`src/rtl/pskbd_pkg.sv`:
```
// Shared constants, event type and FSM encodings for the PS/2 keyboard controller.
package pskbd_pkg;
    localparam logic [7:0] PS2_EXT   = 8'hE0;
    localparam logic [7:0] PS2_BRK   = 8'hF0;
    localparam logic [7:0] PS2_KOVF0 = 8'h00;
    localparam logic [7:0] PS2_KOVF1 = 8'hFF;

    localparam logic [1:0] REG_DATA   = 2'd0;
    localparam logic [1:0] REG_STATUS = 2'd1;
    localparam logic [1:0] REG_CTRL   = 2'd2;
    localparam logic [1:0] REG_OVFCNT = 2'd3;

    localparam int EVT_W = 10;

    localparam logic [1:0] ST_IDLE   = 2'd0;
    localparam logic [1:0] ST_EXT    = 2'd1;
    localparam logic [1:0] ST_BRK    = 2'd2;
    localparam logic [1:0] ST_EXTBRK = 2'd3;

    typedef struct packed {
        logic       brk;
        logic       ext;
        logic [7:0] code;
    } evt_t;

    function automatic logic is_kovf(input logic [7:0] c);
        return (c == PS2_KOVF0) || (c == PS2_KOVF1);
    endfunction
endpackage

```
`src/rtl/pskbd_fifo.sv`:
```
// Event FIFO: push/pop/flush with full/empty/count; head is visible combinationally.
// Latency 1 cycle push-to-head; a push while full without a same-cycle pop is dropped and flagged.
module pskbd_fifo
    import pskbd_pkg::*;
#(
    parameter int DEPTH_LOG2 = 3
) (
    input  logic                  cpu_clk,
    input  logic                  rst_n,
    input  logic                  push_vld,
    input  evt_t                  push_dat,
    input  logic                  pop,
    input  logic                  flush,
    output evt_t                  head_dat,
    output logic                  empty,
    output logic                  full,
    output logic                  drop,
    output logic [DEPTH_LOG2:0]   count
);
    localparam int DEPTH = 1 << DEPTH_LOG2;

    evt_t                  mem_q [DEPTH];
    evt_t                  mem_d [DEPTH];
    logic [DEPTH_LOG2-1:0] wr_ptr_q, wr_ptr_d;
    logic [DEPTH_LOG2-1:0] rd_ptr_q, rd_ptr_d;
    logic [DEPTH_LOG2:0]   count_q, count_d;
    logic                  do_push, do_pop;

    assign empty    = (count_q == '0);
    assign full     = count_q[DEPTH_LOG2];
    assign count    = count_q;
    assign head_dat = mem_q[rd_ptr_q];

    always_comb begin
        // A pop on an empty FIFO is ignored; a full FIFO accepts a push only if it also pops.
        do_pop   = pop & ~empty & ~flush;
        do_push  = push_vld & (~full | do_pop) & ~flush;
        drop     = push_vld & full & ~do_pop & ~flush;
        mem_d    = mem_q;
        wr_ptr_d = wr_ptr_q;
        rd_ptr_d = rd_ptr_q;
        count_d  = count_q;
        if (do_push) begin
            mem_d[wr_ptr_q] = push_dat;
            wr_ptr_d        = wr_ptr_q + DEPTH_LOG2'(1);
        end
        if (do_pop) begin
            rd_ptr_d = rd_ptr_q + DEPTH_LOG2'(1);
        end
        case ({do_push, do_pop})
            2'b10:   count_d = count_q + (DEPTH_LOG2+1)'(1);
            2'b01:   count_d = count_q - (DEPTH_LOG2+1)'(1);
            default: count_d = count_q;
        endcase
        if (flush) begin
            wr_ptr_d = '0;
            rd_ptr_d = '0;
            count_d  = '0;
        end
    end

    always_ff @(posedge cpu_clk or negedge rst_n) begin
        if (!rst_n) begin
            for (int i = 0; i < DEPTH; i++) mem_q[i] <= '0;
            wr_ptr_q <= '0;
            rd_ptr_q <= '0;
            count_q  <= '0;
        end else begin
            mem_q    <= mem_d;
            wr_ptr_q <= wr_ptr_d;
            rd_ptr_q <= rd_ptr_d;
            count_q  <= count_d;
        end
    end
endmodule

```
`src/rtl/pskbd_ctrl.sv`:
```
// PS/2 set-2 prefix decoder + event FIFO + DATA/STATUS/CTRL/OVFCNT registers, level irq.
// Latency: byte strobe at edge N -> event queued and irq high after edge N+1.
// Overflow: events pushed into a full FIFO are dropped and flagged; PSKBD_CTRL_OVFCNT_EN adds a drop counter.
module pskbd_ctrl
    import pskbd_pkg::*;
#(
    parameter int DEPTH_LOG2 = 3
) (
    input  logic        cpu_clk,
    input  logic        rst_n,
    input  logic        kbd_irq,
    input  logic [7:0]  kbd_code,
    input  logic [1:0]  cpu_addr,
    input  logic        cpu_rd,
    input  logic        cpu_wr,
    input  logic [15:0] cpu_wdata,
    output logic [15:0] cpu_rdata,
    output logic        irq
);
    logic                kbd_irq_q, byte_stb;
    logic [1:0]          state_q, state_d;
    logic                evt_vld_q, evt_vld_d;
    evt_t                evt_dat_q, evt_dat_d;
    logic                ovf_q, ovf_d, kovf_q, kovf_d, ie_q, ie_d;
    logic                kovf_set, flush, ctrl_wr, rd_status;
    evt_t                head_dat;
    logic                empty, full, drop;
    logic [DEPTH_LOG2:0] count;
    logic                wdata_unused;

    assign byte_stb     = kbd_irq & ~kbd_irq_q;
    assign ctrl_wr      = cpu_wr & (cpu_addr == REG_CTRL);
    assign flush        = ctrl_wr & cpu_wdata[1];
    assign rd_status    = cpu_rd & (cpu_addr == REG_STATUS);
    assign wdata_unused = ^cpu_wdata[15:2];
    assign irq          = ie_q & ~empty;

    always_comb begin
        state_d   = state_q;
        evt_vld_d = 1'b0;
        evt_dat_d = evt_dat_q;
        kovf_set  = 1'b0;
        if (byte_stb) begin
            if (is_kovf(kbd_code)) begin
                kovf_set = 1'b1;
                state_d  = ST_IDLE;
            end else begin
                case (state_q)
                    ST_IDLE: begin
                        if (kbd_code == PS2_EXT)      state_d = ST_EXT;
                        else if (kbd_code == PS2_BRK) state_d = ST_BRK;
                        else begin
                            evt_vld_d = 1'b1;
                            evt_dat_d = '{brk: 1'b0, ext: 1'b0, code: kbd_code};
                        end
                    end
                    ST_EXT: begin
                        if (kbd_code == PS2_BRK)      state_d = ST_EXTBRK;
                        else if (kbd_code == PS2_EXT) state_d = ST_EXT;
                        else begin
                            evt_vld_d = 1'b1;
                            evt_dat_d = '{brk: 1'b0, ext: 1'b1, code: kbd_code};
                            state_d   = ST_IDLE;
                        end
                    end
                    default: begin
                        // Break states: a further prefix aborts the sequence without an event.
                        state_d = ST_IDLE;
                        if (kbd_code != PS2_EXT && kbd_code != PS2_BRK) begin
                            evt_vld_d = 1'b1;
                            evt_dat_d = '{brk: 1'b1, ext: (state_q == ST_EXTBRK), code: kbd_code};
                        end
                    end
                endcase
            end
        end
        if (flush) begin
            state_d   = ST_IDLE;
            evt_vld_d = 1'b0;
        end
    end

    always_comb begin
        ovf_d  = (ovf_q & ~rd_status) | drop;
        kovf_d = (kovf_q & ~rd_status) | kovf_set;
        ie_d   = ctrl_wr ? cpu_wdata[0] : ie_q;
    end

    pskbd_fifo #(.DEPTH_LOG2(DEPTH_LOG2)) u_fifo (
        .cpu_clk  (cpu_clk),
        .rst_n    (rst_n),
        .push_vld (evt_vld_q),
        .push_dat (evt_dat_q),
        .pop      (cpu_rd & (cpu_addr == REG_DATA)),
        .flush    (flush),
        .head_dat (head_dat),
        .empty    (empty),
        .full     (full),
        .drop     (drop),
        .count    (count)
    );

`ifdef PSKBD_CTRL_OVFCNT_EN
    logic [7:0] ovfcnt_q, ovfcnt_d;

    // A drop on the same edge as the clearing read is still counted.
    always_comb begin
        ovfcnt_d = ovfcnt_q;
        if (cpu_rd && cpu_addr == REG_OVFCNT) ovfcnt_d = '0;
        if (drop && ovfcnt_d != 8'hFF)        ovfcnt_d = ovfcnt_d + 8'd1;
    end

    always_ff @(posedge cpu_clk or negedge rst_n) begin
        if (!rst_n) ovfcnt_q <= '0;
        else        ovfcnt_q <= ovfcnt_d;
    end
`endif

    always_comb begin
        cpu_rdata = '0;
        case (cpu_addr)
            REG_DATA:   if (!empty) cpu_rdata[EVT_W-1:0] = head_dat;
            REG_STATUS: begin
                cpu_rdata[15]           = empty;
                cpu_rdata[14]           = full;
                cpu_rdata[13]           = ovf_q;
                cpu_rdata[12]           = kovf_q;
                cpu_rdata[DEPTH_LOG2:0] = count;
            end
            REG_CTRL:   cpu_rdata[0] = ie_q;
`ifdef PSKBD_CTRL_OVFCNT_EN
            REG_OVFCNT: cpu_rdata[7:0] = ovfcnt_q;
`endif
            default:    cpu_rdata = '0;
        endcase
    end

    always_ff @(posedge cpu_clk or negedge rst_n) begin
        if (!rst_n) begin
            kbd_irq_q <= 1'b0;
            state_q   <= ST_IDLE;
            evt_vld_q <= 1'b0;
            evt_dat_q <= '0;
            ovf_q     <= 1'b0;
            kovf_q    <= 1'b0;
            ie_q      <= 1'b0;
        end else begin
            kbd_irq_q <= kbd_irq;
            state_q   <= state_d;
            evt_vld_q <= evt_vld_d;
            evt_dat_q <= evt_dat_d;
            ovf_q     <= ovf_d;
            kovf_q    <= kovf_d;
            ie_q      <= ie_d;
        end
    end
endmodule

```
`config.mk`:
```
export PLATFORM = sky130hd
export DESIGN_NAME = pskbd_ctrl
export DESIGN_NICKNAME = d
export VERILOG_FILES = /design/src/rtl/pskbd_pkg.sv /design/src/rtl/pskbd_fifo.sv /design/src/rtl/pskbd_ctrl.sv
export SDC_FILE = /design/constraint.sdc
export NUM_CORES = 1
export LEC_CHECK = 0
export BUFFER_PORTS_ARGS = -buffer_cell sky130_fd_sc_hd__buf_2
export CAP_MARGIN = 20
export CORE_MARGIN = 8
export CORE_UTILIZATION = 41
export CTS_CLUSTER_SIZE = 12
export DETAILED_ROUTE_END_ITERATION = 8
export PLACE_DENSITY = 0.69
export SETUP_SLACK_MARGIN = 0.5
export SYNTH_ARGS = -nofsm -noshare
export SYNTH_HDL_FRONTEND = slang
export SYNTH_SLANG_ARGS = --single-unit
```
`constraint.sdc`:
```
create_clock -name cpu_clk -period 2.8 [get_ports cpu_clk]
set_input_delay 0.14 -clock cpu_clk [delete_from_list [all_inputs] [get_ports cpu_clk]]
set_output_delay 0.14 -clock cpu_clk [all_outputs]
set_load 0.02 [all_outputs]
```
# Word-level counts from Yosys, hierarchy flattened

Index checks and enable logic that the tools add are counted.

Magnitude comparators: 3
Muxes and demuxes: 42
Equal/unequal tests: 16
Reduce and logical (&&, ||, !) cells: 14
Bitwise operators: 27
$add $sub $neg: 4

Operators with widths:

| cell                                                                   | number |
|---|---|
| 10-bit two-way mux                                                     | 9 |
| 80-bit bitwise mux                                                     | 1 |
| 10-bit binary-select mux with 3-bit select                             | 1 |
| 10-bit demux with 3-bit select                                         | 1 |
| 8-bit equality test (second input constant)                            | 3 |
| 10-bit one-hot mux with 2 select lines                                 | 1 |
| 8-bit != test (second input constant)                                  | 2 |
| 1-bit AND                                                              | 15 |
| 2-bit two-way mux                                                      | 6 |
| 3-bit two-way mux                                                      | 4 |
| 1-bit two-way mux                                                      | 11 |
| 4-bit >= comparator (second input constant)                            | 2 |
| 8-bit zero test                                                        | 1 |
| 4-bit two-way mux                                                      | 2 |
| 2-bit != test (second input constant)                                  | 4 |
| 3-bit NOT with 4-bit output                                            | 2 |
| 4-bit one-hot mux with 2 select lines                                  | 1 |
| 1-bit NOT                                                              | 7 |
| 7-bit AND reduction                                                    | 1 |
| 3-bit by 1-bit adder with 3-bit output (second input constant)         | 2 |
| 2-bit by 1-bit equality test with 1-bit output (second input constant) | 3 |
| 2-bit equality test (second input constant)                            | 3 |
| 6-bit two-way mux                                                      | 1 |
| 3-bit one-hot mux with 2 select lines                                  | 1 |
| 15 further kinds                                                       | 22 |

Output and inout bits: 17
Input bits: 31
Logic and storage cells: 142
Flip-flop bits (word level): 107

# Logic depth before layout (Yosys ltp)

Depth in word-level cells: 11
Depth in mapped cells: 9
Depth with buffers taken out: 8

# Modules after synthesis

From an unflattened synthesis, not the netlist that was laid out.

Cell total of the unflattened synthesis: 371
Area, all modules: 5185.0 um^2

By module, submodules not included:

| module     | seq. area each (um^2) | area an instance (um^2) | instances | cells an instance |
|---|---|---|---|---|
| pskbd_fifo | 2252.2                | 4292.9                  | 1         | 282 |
| pskbd_ctrl | 425.4                 | 892.1                   | 1         | 89 |

# Worst setup path before layout

No wires, ideal clock.

Kind: register -> register
From: register u_fifo.count_q[0] (netlist: u_fifo.count[0])
To: register u_fifo.count_q[3] (netlist: u_fifo.count[3])
Setup slack: 615 ps
Setup time: 71 ps
Stages on the path, launching flop included: 10
Arrival: 2114 ps
Clock period less this slack: 2185 ps
Cells stage by stage: dfrtp_1 buf_6 or4_4 nand2_4 inv_2 ha_1 a31oi_1 a21oi_1 a311o_1 nand4_1

Word-level cells in the longest chain between the ends: 10
Elaborated cells between the ends (all ways): 14

Ends and longest elaborated chain:

| what                                                                                         | line             | text |
|---|---|---|
| start: declaration                                                                           | pskbd_fifo.sv:26 | `logic [DEPTH_LOG2:0] count_q, count_d;` |
| start signal: assignment                                                                     | pskbd_fifo.sv:72 | `count_q <= count_d;` |
| 4-bit zero test                                                                              | pskbd_fifo.sv:29 | `assign empty = (count_q == '0);` |
| 1-bit NOT                                                                                    | pskbd_fifo.sv:36 | `do_pop = pop & ~empty & ~flush;` |
| 1-bit AND (2 in a row)                                                                       | pskbd_fifo.sv:36 |  |
| 1-bit OR                                                                                     | pskbd_fifo.sv:37 | `do_push = push_vld & (~full \| do_pop) & ~flush;` |
| 1-bit AND (2 in a row)                                                                       | pskbd_fifo.sv:37 |  |
| 2-bit by 1-bit equality test with 1-bit output / 2-bit equality test (equally long branches) | pskbd_fifo.sv:50 | `case ({do_push, do_pop})` |
| 4-bit one-hot mux with 2 select lines                                                        | pskbd_fifo.sv:50 |  |
| 4-bit two-way mux                                                                            | pskbd_fifo.sv:55 | `if (flush) begin` |

Several ways; a longest one is shown, not always the timed one.
A chain may end at the register's enable or synchronous reset.

# Worst setup path after layout

Same ends and word-level chain as after synthesis.

==> results_dict.tcl <==
set metrics [dict create \
    area_growth_pct 13.8 \
    layout_commonest_cell "dfrtp_1" \
    hpwlAfterDp_um 7390 \
    internal_power_mw 3.24 \
    clk_latency_ns 0.35 \
    final_cell_mix "dfrtp_1 (105), mux2_2 (91), buf_2 (30), mux4_2 (20), nor2_1 (14)" \
    start_kind "register" \
    rr_endpoint "u_fifo.count[3]" \
    synth_edf_count 0 \
    hp-start "cpu_wdata[0]" \
    ff2ff_path_depth 8 \
    fmax_mhz 449 \
    drt_pass1_iterations 4 \
    gr-usage-met3_pct 2.07 \
    finalCriticalPeriod_ns 2.23 \
    port_buffers 31 \
    ir_drop_uv 366 \
    switchingPower_mw 1.33 \
    max_slew_margin_pct 47.8 \
    rrSetupSlack_ns 0.57 \
    ys_seq_area_share_pct 51.3 \
    pwr-share-clk_pct 30.1 \
    cts_made_buffers 9 \
    post_drt_via_cell_ratio 5.48 \
    gr-usage-all-layers_pct 14.1 \
    crit_path_max_incr_delay_ns 0.58 \
    end_kind "register" \
    antenna_found_initial 0 \
    vias 3216 \
    synth_cell_types 52 \
    worstHoldEndpoint "ie_q" \
    synth_top_area_share_pct 51.3 \
    grt_pass1_vias 3330 \
    cpMaxStageDelayCell "or4_4" \
    cts-root-buf "clkbuf_16" \
    avgSynthCellArea_um2 14.0 \
    timing.rr.start "u_fifo.count[0]" \
    finalInstanceArea_um2 5940 \
    multi_input_area_um2 2420 \
    cp.required_ns 3.08 \
    die_y_um 129 \
    drtIter0Drc 231 \
    holdPathStages 2 \
    post-place-cells 566 \
    powerDensity_nw_per_um2 770 \
    critical_path.cell_chain "or4_4 -> nand2_4 -> inv_2 -> ha_1 -> a31oi_1 -> a21oi_1 -> a311o_1 -> nand4_1" \
    combPwrFrac_pct 24.2 \
    worstPathArrival_ns 2.51 \
    syn_inst 374 \
    switching_share_pct 29.1 \
    synth_top_area_cell "dfrtp_1" \
    drive_gt1_share_pct 45.5 \
    grt-busiest-layer "met2" \
    postPlaceCellArea_um2 5550 \
    cts_tree "built" \
    crit_fanout 5 \
    synth_ff_type "dfrtp_1" \
    die_area_um2 16600 \
    cts.path.max_buffers 2 \
    grt_pass1_wl_um 17900 \
    gr-usage-met1_pct 18.8 \
    p_leak_nw 2.80 \
    start_util_pct 41.7 \
    postSynth.asyncResetShare_pct 100 \
    ys_seq_elements 107 \
    syn_area_um2 5220 \
    setup_viol 0 \
    drv_slew 0 \
    use_met2_pct 22.4 \
    wire_per_inst_um 19.1 \
    wl_um 11200 \
    fillers 1130 \
    cts.sinks 107 \
    gr-total-overflow 0 \
    rows 41 \
    nets 445 \
    rsz0062_at_grt "false" \
    pin_count 48 \
    outcome "completed" \
    grt_max_degree 86 \
    fin_skew_ns 0.00792 \
    die_w_um 129 \
    yosysWarnings 0 \
    core_um2 12500 \
    total_power_mw 4.57 \
    synth_area_leaders "dfrtp_1 (51%), mux2_2 (20%), mux4_2 (8.6%)" \
    holdWs_ns 0.0365 \
    hp-class "in -> reg" \
    seq_power_share_pct 45.6 \
    clkTransAtPathRegs_ns 0.07 \
    gp_congestion 0.791 \
    hold_viol_final 0 \
    num_antenna_cells 0 \
    htree_levels 3 \
    worstSetupPathType "reg -> reg" \
    fin_tns_setup_ns 0 \
    drc 0 \
    regArea_um2 2680 \
    ant_nets 0 \
    max_cap_violations 0 \
    timing.final.crit_share_pct 79.5 \
    layoutNonFillerInstCount 587 \
    worst_slew_pin_slew_ns 0.784 \
]
[area by class of cell]
cell class	instances	share of cell area, %
inverters	5	0.316
well taps	172	3.62
multi-input cells	243	40.8
repair buffers	44	4.66
clock buffers	9	3.79
clock inverters	7	1.69
flip-flops and latches	107	45.1
[per-stage QoR]
step                      setup WS [ns]  util (%)
after floorplan                   0.615         -
after global placement            0.529      44.3
after detailed placement          0.434      44.3
after CTS                         0.509      47.2
after global routing              0.504      47.4
final                             0.573      47.4
[kinds of logic after synthesis]
| family | Yosys count | synth area share, % |
|---|---|---|
| mux | 122 | 30.4 |
| flops | 107 | 51.3 |
| simple gates | 77 | 9.64 |
| compound gates | 33 | 4.36 |
| buf+inv | 25 | 2.45 |
| xor+xnor | 5 | 0.839 |
| fa+ha+maj | 4 | 0.959 |
| other cells | 1 | 0.0719 |
[state kept, by name, summed over array words and instances (netlist names)]
register,flops
ie_q,1
kovf_q,1
u_fifo.wr_ptr_q,3
evt_vld_q,1
u_fifo.rd_ptr_q,3
state_q,2
u_fifo.mem_q,80
u_fifo.count,4
kbd_irq_q,1
ovf_q,1
evt_dat_q,10
[metal layers]
layer / wire [um] / up-vias
met5: 0 / -
met4: 186 / 0
met3: 466 / 13
met2: 5510 / 66
met1: 5040 / 1672
li1: - / 1465
[worst max-delay path: cells and delay by family (launching register included)]
kind | cells | cell delay (ns)
and+or+nand+nor | 3 | 0.77
buffers and inverters | 1 | 0.05
DFF | 1 | 0.41
adders and majority gates | 1 | 0.32
AOI/OAI and AO/OA | 3 | 0.61
[how the worst max path moves through the flow]
stage	startpoint	endpoint	slack [ns]	depth (start not counted)
5_1_grt	u_fifo.count[0]	u_fifo.count[3]	0.50	8
3_5_place_dp	u_fifo.count[0]	u_fifo.count[3]	0.43	8
2_1_floorplan	u_fifo.count[0]	u_fifo.count[3]	0.61	9
3_3_place_gp	u_fifo.count[0]	u_fifo.count[3]	0.53	8
4_1_cts	u_fifo.rd_ptr_q[0]	cpu_rdata[0]	0.51	5
6_report	u_fifo.count[0]	u_fifo.count[3]	0.57	8
[power by group through the flow]
stage          registers [mW]  clock network (mW)  logic, mW
6_report                 2.09                1.38       1.11
5_1_grt                  2.13                1.47       1.21
4_1_cts                  2.08                1.40       1.12
3_5_place_dp             2.14                   0       1.07
3_3_place_gp             2.11                   0       1.03
2_1_floorplan            2.02                   0      0.887
[timing repair]
item / 4_1_cts / 5_1_grt
gates cloned: 0 / 0
gates resized for setup: 3 / 1
hold buffers: 1 / 1
setup buffers: 2 / 0
endpoints found under the hold margin: 1 / 39
endpoints found under the setup margin: 5 / 6
pin swaps: 0 / 1
[Yosys cell counts, types with 2 or more instances]
cell      count
nand2b_1      3
and3b_1       2
nor4_1        2
and3_1        2
mux2_2       91
and2_1        7
nand4_2       8
dfrtp_1     107
buf_6         2
a21oi_1       6
o21ai_0       9
or3_1         2
xnor2_1       2
nand2_1      10
o211ai_1      2
ha_1          4
mux4_2       20
nand3_1       4
a31oi_1       4
nand4_1       3
mux2i_1      11
nor2b_1       7
xor2_1        3
nor3_1        2
nor3b_1       3
a32o_1        2
inv_1         4
buf_2         6
buf_4         3
clkbuf_1      8
nor2_1       14
Power figures use the tool's default switching activity.
